### src/rtl/note_sequencer.sv
// Melody sequencer: steps a {note, duration} table at a divided tick rate
// and drives the wavetable note/play inputs.
module note_sequencer #(
    parameter int TICK_DIV  = 100000,
    parameter int SEQ_LEN   = 16,
    parameter int GAP_TICKS = 1
) (
    input  logic                       clk,
    input  logic                       rst,
    input  logic                       start,
    input  logic                       stop,
    input  logic                       loop_en,
    input  logic                       wr_en,
    input  logic [$clog2(SEQ_LEN)-1:0] wr_addr,
    input  logic [7:0]                 wr_note,
    input  logic [7:0]                 wr_dur,
    output logic [7:0]                 note,
    output logic                       play,
    output logic                       busy,
    output logic                       done,
    output logic [$clog2(SEQ_LEN)-1:0] step
);

    localparam int SW = $clog2(SEQ_LEN);
    localparam int TW = $clog2(TICK_DIV);

    typedef enum logic [1:0] {IDLE, LOAD, SOUND, GAP} state_t;

    state_t         state, state_d;
    logic [7:0]     tbl_note [SEQ_LEN];
    logic [7:0]     tbl_dur  [SEQ_LEN];
    logic [TW-1:0]  cnt, cnt_d;
    logic [7:0]     remain, remain_d;
    logic [SW-1:0]  step_d;
    logic [7:0]     note_d;
    logic           play_d, busy_d, done_d;
    logic           tick, adv, finish;
    logic [7:0]     cur_note, cur_dur;

    assign cur_note = tbl_note[step];
    assign cur_dur  = tbl_dur[step];
    assign tick     = (cnt == TW'(TICK_DIV - 1));

    always_ff @(posedge clk or posedge rst) begin
        if (rst) begin
            for (int i = 0; i < SEQ_LEN; i++) begin
                tbl_note[i] <= '0;
                tbl_dur[i]  <= '0;
            end
        end else if (wr_en) begin
            tbl_note[wr_addr] <= wr_note;
            tbl_dur[wr_addr]  <= wr_dur;
        end
    end

    always_ff @(posedge clk or posedge rst) begin
        if (rst) state <= IDLE;
        else     state <= state_d;
    end

    always_comb begin
        state_d  = state;
        step_d   = step;
        note_d   = note;
        play_d   = play;
        done_d   = 1'b0;
        remain_d = remain;
        cnt_d    = '0;
        adv      = 1'b0;
        finish   = 1'b0;

        unique case (state)
            IDLE: begin
                play_d = 1'b0;
                if (start) begin
                    step_d  = '0;
                    state_d = LOAD;
                end
            end
            LOAD: begin
                if (cur_dur == 8'd0) begin
                    finish = 1'b1;
                end else begin
                    note_d   = cur_note;
                    play_d   = (cur_note != 8'hFF);
                    remain_d = cur_dur;
                    state_d  = SOUND;
                end
            end
            SOUND: begin
                cnt_d = tick ? '0 : cnt + TW'(1);
                if (tick) begin
                    if (remain != 8'd1) begin
                        remain_d = remain - 8'd1;
                    end else if (GAP_TICKS > 0) begin
                        play_d   = 1'b0;
                        remain_d = 8'(GAP_TICKS);
                        state_d  = GAP;
                    end else begin
                        adv = 1'b1;
                    end
                end
            end
            GAP: begin
                play_d = 1'b0;
                cnt_d  = tick ? '0 : cnt + TW'(1);
                if (tick) begin
                    if (remain != 8'd1) remain_d = remain - 8'd1;
                    else                adv      = 1'b1;
                end
            end
            default: state_d = IDLE;
        endcase

        if (adv) begin
            if (step == SW'(SEQ_LEN - 1)) begin
                finish = 1'b1;
            end else begin
                step_d  = step + SW'(1);
                state_d = LOAD;
            end
        end

        // End of table: restart from entry 0 only if not already there,
        // so an empty table cannot spin in LOAD.
        if (finish) begin
            if (loop_en && step != '0) begin
                step_d  = '0;
                state_d = LOAD;
            end else begin
                done_d  = 1'b1;
                play_d  = 1'b0;
                state_d = IDLE;
            end
        end

        if (stop) begin
            state_d = IDLE;
            step_d  = step;
            note_d  = note;
            play_d  = 1'b0;
            done_d  = 1'b0;
            cnt_d   = '0;
        end

        // busy covers the done cycle so it falls one cycle after the pulse
        busy_d = (state_d != IDLE) || done_d;
    end

    always_ff @(posedge clk or posedge rst) begin
        if (rst) begin
            step   <= '0;
            note   <= '0;
            play   <= 1'b0;
            busy   <= 1'b0;
            done   <= 1'b0;
            remain <= '0;
            cnt    <= '0;
        end else begin
            step   <= step_d;
            note   <= note_d;
            play   <= play_d;
            busy   <= busy_d;
            done   <= done_d;
            remain <= remain_d;
            cnt    <= cnt_d;
        end
    end

endmodule

### config.mk
export PLATFORM = sky130hd
export DESIGN_NAME = note_sequencer
export DESIGN_NICKNAME = d
export VERILOG_FILES = /design/src/rtl/note_sequencer.sv
export SDC_FILE = /design/constraint.sdc
export NUM_CORES = 1
export LEC_CHECK = 0
export ABC_CLOCK_PERIOD_IN_PS = 16820
export BUFFER_PORTS_ARGS = -buffer_cell sky130_fd_sc_hd__buf_2
export CAP_MARGIN = 10
export CORE_UTILIZATION = 62
export CTS_CLUSTER_SIZE = 8
export DETAILED_ROUTE_END_ITERATION = 10
export PLACE_DENSITY = 0.84
export SETUP_SLACK_MARGIN = 0.05
export SLEW_MARGIN = 20
export SYNTH_ARGS = -nofsm -noshare
export SYNTH_HDL_FRONTEND = slang
export SYNTH_SLANG_ARGS = --single-unit
### constraint.sdc
create_clock -name clk -period 16.82 [get_ports clk]
set_clock_uncertainty 0.2 [all_clocks]
set_input_delay 3.364 -clock clk [delete_from_list [all_inputs] [get_ports clk]]
set_output_delay 3.364 -clock clk [all_outputs]
set_load 0.005 [all_outputs]
* After elaboration in Yosys (flattened, before gate mapping)
Index checks and enable logic that the tools add are counted.
Widths: inputs -> output; s select.
** Storage, ports and cells
- Bits in registers :: 298
- Input bits :: 26
- Output and inout bits :: 15
- Word-level logic and storage cells :: 125
** Operators by class
- Add/subtract/negate cells :: 3
- $lt $le $gt $ge :: 3
- Equality and inequality tests :: 11
- Multiplexer cells :: 52
- Bitwise logic cells :: 4
- Reductions and logical operators :: 12
** Operators with widths (number)
- $bwmux 128 :: 2
- $mux 8 :: 10
- $bmux 8 s4 :: 2
- $mux 17 :: 3
- $demux 8 s4 :: 1
- $mux 4 :: 6
- $pmux 8 s3 :: 1
- $add 17x1->17 const B :: 1
- $eq 17x17->1 const B :: 1
- $mux 1 :: 17
- $mux 2 :: 8
- $ge 5x5->1 const B :: 2
- $not 4->5 :: 2
- $logic_not 8->1 :: 1
- $ne 2x2->1 const B :: 4
- $ne 8x1->1 const B :: 1
- $ne 8x8->1 const B :: 1
- $sub 8x1->8 const B :: 1
- $pmux 2 s3 :: 1
- $lt 5x1->1 const B :: 1
- $reduce_and 5->1 :: 1
- $add 4x1->4 const B :: 1
- $eq 2x2->1 const B :: 2
- $eq 4x4->1 const B :: 1
- 11 further kinds :: 14

* Logic depth before layout (Yosys ltp)
Gate-level depths: netlist of the first run.
- Depth in word-level cells :: 13
- Mapped depth :: 11
- Depth with buffers taken out :: 8

* Worst setup path before layout of the first run
Ideal clock, no wire load.
- Path kind :: input to register
- Start :: input port wr_en
- End :: register tbl_dur[80] (netlist name)
- Setup time :: 0.125 ns
- Arrival :: 4.875 ns
- Required time :: 16.495 ns
- Slack :: 11.620 ns
- Stages :: 6
- Buffers on the path :: 2
- Path through :: nor2b_1 -> nor2b_1 -> nor2b_1 -> clkbuf_1 -> clkbuf_1 -> mux2_2
** RTL lines
- start: declaration :: RTL line 13 : input logic wr_en,
- end signal: indexed assignment :: RTL line 52 : tbl_dur[wr_addr] <= wr_dur;
- end: declaration :: RTL line 31 : logic [7:0] tbl_dur [SEQ_LEN];

* Worst setup path in the final report of the first run
- Start :: register step[3]
- End :: output port step[3]
** RTL lines
- start: declaration :: RTL line 21 : output logic [$clog2(SEQ_LEN)-1:0] step
- start signal: assignment :: RTL line 160 : step <= step_d;
No word-level cell between the ends.

==> summary.txt, run 1 <==
Critical path fanouts, max: 20
Seq/Total Area, Yosys: 52.9%
Post-CTS Setup Inserts: 0
Post-CTS resize count: 0
Vias: 8851
Clock slew at reported path FFs: 50 ps
Total die area: 0.0233 mm2
Slew HR: 18.2%
Area grow syn2layout: 11.0%
TritonCTS clock tree: done
Mux share of post-synthesis cell area: 33.2%
Most common cell in the netlist: dfrtp_1
Hold_buf cts: 0
Initial Util: 64.0%
Synth area leader: dfrtp_1
Post-Synth XOR/XNOR Area: 0.808%
Outcome: finished, violations left
Distinct cell type count of the synthesized netlist: 57
GR Util All Layers: 29.5%
Setup TNS: 0 ps
Cells after Synth: 1002
F_max: 190 MHz
Chip Height: 153 um
Worst setup EP type: output port
Post-synth top cells: 298 x dfrtp_1, 265 x mux2_2, 53 x mux4_2
Final worst path period share: 31.2%
Num ports: 41
Worst path max stage delay: 910 ps
DRT iter0 DRCs: 877
CP Cell Sequence: buf_2
Final Max Slew Viols: 0
Clk root buf: clkbuf_16
Adder-Cell Fraction of Synth Area: 0.888%
Clk Latency, worst-skew pair: 530 ps
Die W: 153 um
Worst endpoint data arrival time: 1690 ps
R2r endpoint: note[6]$_DFFE_PP0P_
Critical path startpoint: step[3]$_DFFE_PP0N_
Failing checks: DRC
GRT Residual Overflow: 0
Share of layout cells above drive strength 1: 43.0%
Row cnt: 54
Hold Path Class: reg2reg
Top cells by area, synth: dfrtp_1 53%, mux2_2 21%, mux4_2 8.5%, mux2i_1 1.9%, mux4_1 1.5%
Worst vdd ir: 0.0948 mV
Worst r2r src: step[1]$_DFFE_PP0N_
CTS Sinks: 298
Syn Nets: 1038
H-tree depth: 2
Simple-gate area share of the yosys netlist: 5.80%
Final Hold Vio Count: 0
Via/cell ratio: 6.72
Unrepaired setup endpoints after global routing: false
Leak Pwr: 6.67 nW
Async set or reset register ratio after synthesis: 100%
R2R setup slack: 12760 ps
Syn avg cell area: 14.1 um2
Initial antenna violation count: 0
Crit path max-delay family: flip-flops
Dpl hpwl: 18900 um
Worst path bufs/invs: 1
Final Setup Violations: 0
# DRC: 5
Nets: 1070
Post-synthesis compound-gate area fraction: 3.71%
Number of CTS-inserted buffers: 43
Worst-Margin Slew: 1230 ps
Reg2Reg Depth: 9
Routed WL: 32600 um
Largest family of logic cells by synthesized area: multiplexers
DRT Pass-1 Iters: 10
Synth top area share: 52.9%
Critical path depth: 1
Worst path slowest cell: dfrtp_1
Vias in the first global route: 9298
First-pass GRT wire length: 52600 um
Synth warn: 0
Synthesized cell area: 0.0141 mm2
CP endpoint: step[3]
PortBufs: 40
EDFF count, synth: 0
Setup Crit Path Kind: reg2out
Area after DPL: 0.0145 mm2
Max cap viols: 0
Routability congestion estimate: 0.880
Core ar.: 0.0220 mm2
Final antenna-violating net count: 0
Diodes inserted: 0
Pwr dens: 136 mW/mm2
Crit path time final: 5250 ps
Worst Setup Start Kind: flop
Ys flop type: dfrtp_1
Largest net degree at the start of global routing: 161
CTS max path bufs: 3
#FFs+latches synth: 298
Routed len/inst: 24.8 um
Final Cell Area: 0.0156 mm2
Required @ worst endpoint: 13260 ps
## registers in the layout, summed over array words and instances (netlist names)
register,cells
done,1
busy,1
play,1
state,2
step,4
note,8
tbl_note,128
cnt,17
tbl_dur,128
remain,8
## metrics by stage
stage,hold WS [ps],std cells,power (mW),util (%),worst slack (ps)
final,295,1318,2.13,71.0,11570
after global routing,307,1318,2.23,71.0,11510
after CTS,298,1318,2.14,70.9,11570
after detailed placement,286,1269,1.38,65.8,11140
after global placement,280,1269,1.35,65.8,11250
after floorplan,255,1002,1.27,-,5020
## power breakdown
group          internal, mW  leakage, nW  switching [mW]
registers             0.885         3.69          0.0946
logic                 0.223         2.42           0.182
clock network         0.460        0.560           0.290
total                  1.57         6.67           0.566
## routing by layer
layer | share of wire [%] | GRT usage [%] | wire [um]
met1 | 41 | 40.5 | 13400
met4 | 3.6 | 12.1 | 1170
met5 | 0 | 0 | 0
met2 | 49 | 47.6 | 16000
met3 | 6.2 | 4.75 | 2040
## final cells by class
type | count | area [um2]
Inverter | 14 | 60.1
Tap cell | 280 | 350
Timing Repair Buffer | 56 | 333
Clock inverter | 3 | 33.8
Fill cell | 1387 | 6390
Clock buffer | 46 | 1110
Multi-Input combinational cell | 621 | 6290
Sequential cell | 298 | 7460
## placed cells by master (no fill, tap or decap), drive strengths merged, types with 2 or more instances in the layout
cell,n
nor4bb,2
o2bb2ai,5
xnor2,3
inv,14
ha,10
clkinv,3
mux2i,27
o21a,3
and3,5
xor2,10
mux2,266
nor4,7
or3,4
and2,3
mux4,61
clkbuf,46
nand2,41
o211ai,3
buf,56
nor3,11
a22oi,20
nand3,22
nor2,50
nand4,5
a21oi,10
nand2b,6
o221ai,2
dfrtp,298
o21ai,15
a311oi,2
nor2b,8
a31oi,6
## cell families after synthesis
group / after synthesis
simple gates: 168
flops: 298
buf+inv: 83
xor+xnor: 13
compound gates: 76
mux: 354
fa+ha+maj: 10
## worst min-delay path by stage
| stage | from | endpoint | slack (ps) | cells past startpoint |
|---|---|---|---|---|
| floorplan | cnt[0]$_DFF_PP0_ | cnt[0]$_DFF_PP0_ | 250 | 1 |
| global placement | tbl_dur[44]$_DFFE_PP0P_ | tbl_dur[44]$_DFFE_PP0P_ | 280 | 1 |
| detailed placement | tbl_dur[42]$_DFFE_PP0P_ | tbl_dur[42]$_DFFE_PP0P_ | 290 | 1 |
| CTS | tbl_dur[62]$_DFFE_PP0P_ | tbl_dur[62]$_DFFE_PP0P_ | 300 | 1 |
| global route | note[4]$_DFFE_PP0P_ | note[4]$_DFFE_PP0P_ | 310 | 1 |
| finish | note[7]$_DFFE_PP0P_ | note[7]$_DFFE_PP0P_ | 300 | 1 |
Note: power is estimated with default switching activity, not from simulation.
==> inputs of run 2 (changes only) <==
Settings changed: ABC_CLOCK_PERIOD_IN_PS 16820 to 5200.
Clock period 16.82 ns to 5.2 ns, I/O delays scaled along.
==> run 2 against run 1 <==
  * Final cell count is 0.30% lower
  * Die area unchanged
  * Combinational power increased to 3.2 times the previous value
  * Via count is 1.7% lower
  * Sequential power rose to 3.2 times the previous value
  * The flow still finishes with violations (DRC)
  * Largest power group unchanged
  * Power grew to 3.2 times the previous value
  * Worst setup slack got worse by 9900 ps
  * Highest routed layer unchanged
  * Routed wire length decreased by 5.1%
  * Global-route usage down 1.6 points
==> summary.txt, run 2 (same netlist as run 1, synthesis figures left out) <==
Clk Latency, worst-skew pair: 530 ps (about the same)
Final worst path period share: 67.1%
Switching fraction of total power: 26.4% (-0.11 points)
Worst-Margin Slew: 1130 ps (-95.1 ps)
Initial antenna violation count: 1 (+1)
Final Max Slew Viols: 0 (unchanged)
Layout Cells excl Fill: 1314 (-0.30%)
Final antenna-violating net count: 0 (unchanged)
Required @ worst endpoint: 5410 ps (-7850 ps)
Die W: 153 um (unchanged)
Critical path fanouts, max: 46 (+130%)
Unrepaired setup endpoints after global routing: false
Most common cell after layout, fill and taps aside: dfrtp_1
Combinational share of power: 19.0% (about the same)
Initial Util: 64.0% (unchanged)
Vias in the first global route: 9106 (-2.1%)
Post-CTS Setup Inserts: 0 (unchanged)
Failing checks: DRC
# DRC: 12 (+7)
Clock slew at reported path FFs: 50 ps (about the same)
Clock share of power: 34.6% (-0.5 points)
PortBufs: 40 (unchanged)
Num ports: 41 (unchanged)
Setup Crit Path Kind: reg2reg
Pwr dens: 439 mW/mm2 (+220%)
Number of CTS-inserted buffers: 43 (unchanged)
Chip Height: 153 um (unchanged)
Row cnt: 54 (unchanged)
Clk root buf: clkbuf_16
DRT Pass-1 Iters: 8 (-2)
TritonCTS clock tree: done
Routed WL: 31000 um (-5.1%)
Via/cell ratio: 6.62 (-1.4%)
Core ar.: 0.0220 mm2 (unchanged)
Hold Path Class: reg2reg
Outcome: finished, violations left
Leak Pwr: 6.64 nW (-0.56%)
Share of layout cells above drive strength 1: 42.5% (-0.47 points)
F_max: 287 MHz
Worst endpoint data arrival time: 3700 ps (+2010 ps)
First-pass GRT wire length: 50100 um (-4.8%)
Final Cell Area: 0.0156 mm2 (-0.13%)
Internal power: 5.04 mW (+220%)
Worst setup EP type: flop
Final Hold Vio Count: 0 (unchanged)
GR Util All Layers: 27.9% (-1.6 points)
Dpl hpwl: 18500 um (-2.4%)
Most frequent cells in the layout: 295 x dfrtp_1, 265 x mux2_2, 53 x mux4_2
CTS max path bufs: 3 (unchanged)
Setup TNS: 0 ps (unchanged)
Post-CTS resize count: 0 (unchanged)
Area grow syn2layout: 10.9%
Vias: 8697 (-1.7%)
Area after DPL: 0.0145 mm2 (about the same)
H-tree depth: 2 (unchanged)
Max cap viols: 0 (unchanged)
Nets: 1066 (-0.37%)
Seq pwr share: 46.3% (+0.4 points)
Top Registers: tbl_dur: 128 flops, tbl_note: 128 flops, cnt: 17 flops
Psw: 1.81 mW (+220%)
Slew HR: 24.6% (+6.4 points)
CTS Sinks: 298 (unchanged)
Placed insts: 1265 (-0.32%)
Crit path time final: 3490 ps
GRT Residual Overflow: 0 (unchanged)
Total power: 6.85 mW (+220%)
Worst vdd ir: 0.227 mV (+140%)
Routed len/inst: 23.6 um (-4.8%)
DRT iter0 DRCs: 625 (-29%)
Hold_buf cts: 0 (unchanged)
Total die area: 0.0233 mm2 (unchanged)
Largest net degree at the start of global routing: 98 (-39%)
Routability congestion estimate: 0.904 (+2.7%)
Worst Setup Start Kind: flop
Final Setup Violations: 0 (unchanged)
FILL cells: 1401 (+1.0%)
## run 2: power groups by stage
| stage | Sequential, mW | Combinational (mW) | Clock, mW |
|---|---|---|---|
| finish | 3.17 | 1.30 | 2.37 |
| global route | 3.23 | 1.42 | 2.50 |
| CTS | 3.16 | 1.30 | 2.40 |
| detailed placement | 3.19 | 1.29 | 0 |
| global placement | 3.15 | 1.23 | 0 |
| floorplan | 3.09 | 1.04 | 0 |
## run 2: layout make-up
| type | count | area, um2 | area share (%) |
|---|---|---|---|
| flip-flops and latches | 298 | 7460 | 47.8 |
| multi-input cells | 621 | 6310 | 40.4 |
| clock buffers | 46 | 1090 | 6.96 |
| well taps | 280 | 350 | 2.24 |
| repair buffers | 52 | 328 | 2.10 |
| inverters | 14 | 56.3 | 0.360 |
| clock inverters | 2 | 17.5 | 0.112 |
| diodes | 1 | 2.50 | 0.0160 |
## run 2: critical path: stages (launching register included)
cell and delay (ps):
dfrtp_4 920, mux4_1 650, mux2i_1 220, nand2_1 130, nor4_2 340, o21ai_1 130
buf_4 190, nand3_2 190, mux2_2 370
## run 2: routing by layer
layer  part of all wire [%]  track usage (%)  up-vias
met3                    5.5             5.20       92
met1                     42             37.2     4560
met4                    3.5             11.6        0
met2                     49             45.7      300
li1                       -                -     3745
met5                      0                0        -
## run 2: worst paths after layout
check,startpoint,endpoint,slack [ps],cells after the start
hold / removal,cnt[0]$_DFF_PP0_,cnt[0]$_DFF_PP0_,290,1
min in group asynchronous,rst,tbl_note[59]$_DFFE_PP0P_,430,2
setup / recovery,step[1]$_DFFE_PP0N_,note[0]$_DFFE_PP0P_,1710,8
hold reg to reg,cnt[0]$_DFF_PP0_,cnt[0]$_DFF_PP0_,290,1
max in group asynchronous,rst,tbl_dur[119]$_DFFE_PP0P_,3400,3
setup reg to reg,step[1]$_DFFE_PP0N_,note[0]$_DFFE_PP0P_,1710,8
## run 2: stage by stage
step	util [%]	hold slack (ps)	worst slack (ps)
after floorplan	-	255	0.920
after global placement	65.7	279	1760
after detailed placement	65.8	285	1710
after CTS	70.8	291	1690
after global routing	70.9	311	1510
final	70.9	290	1710
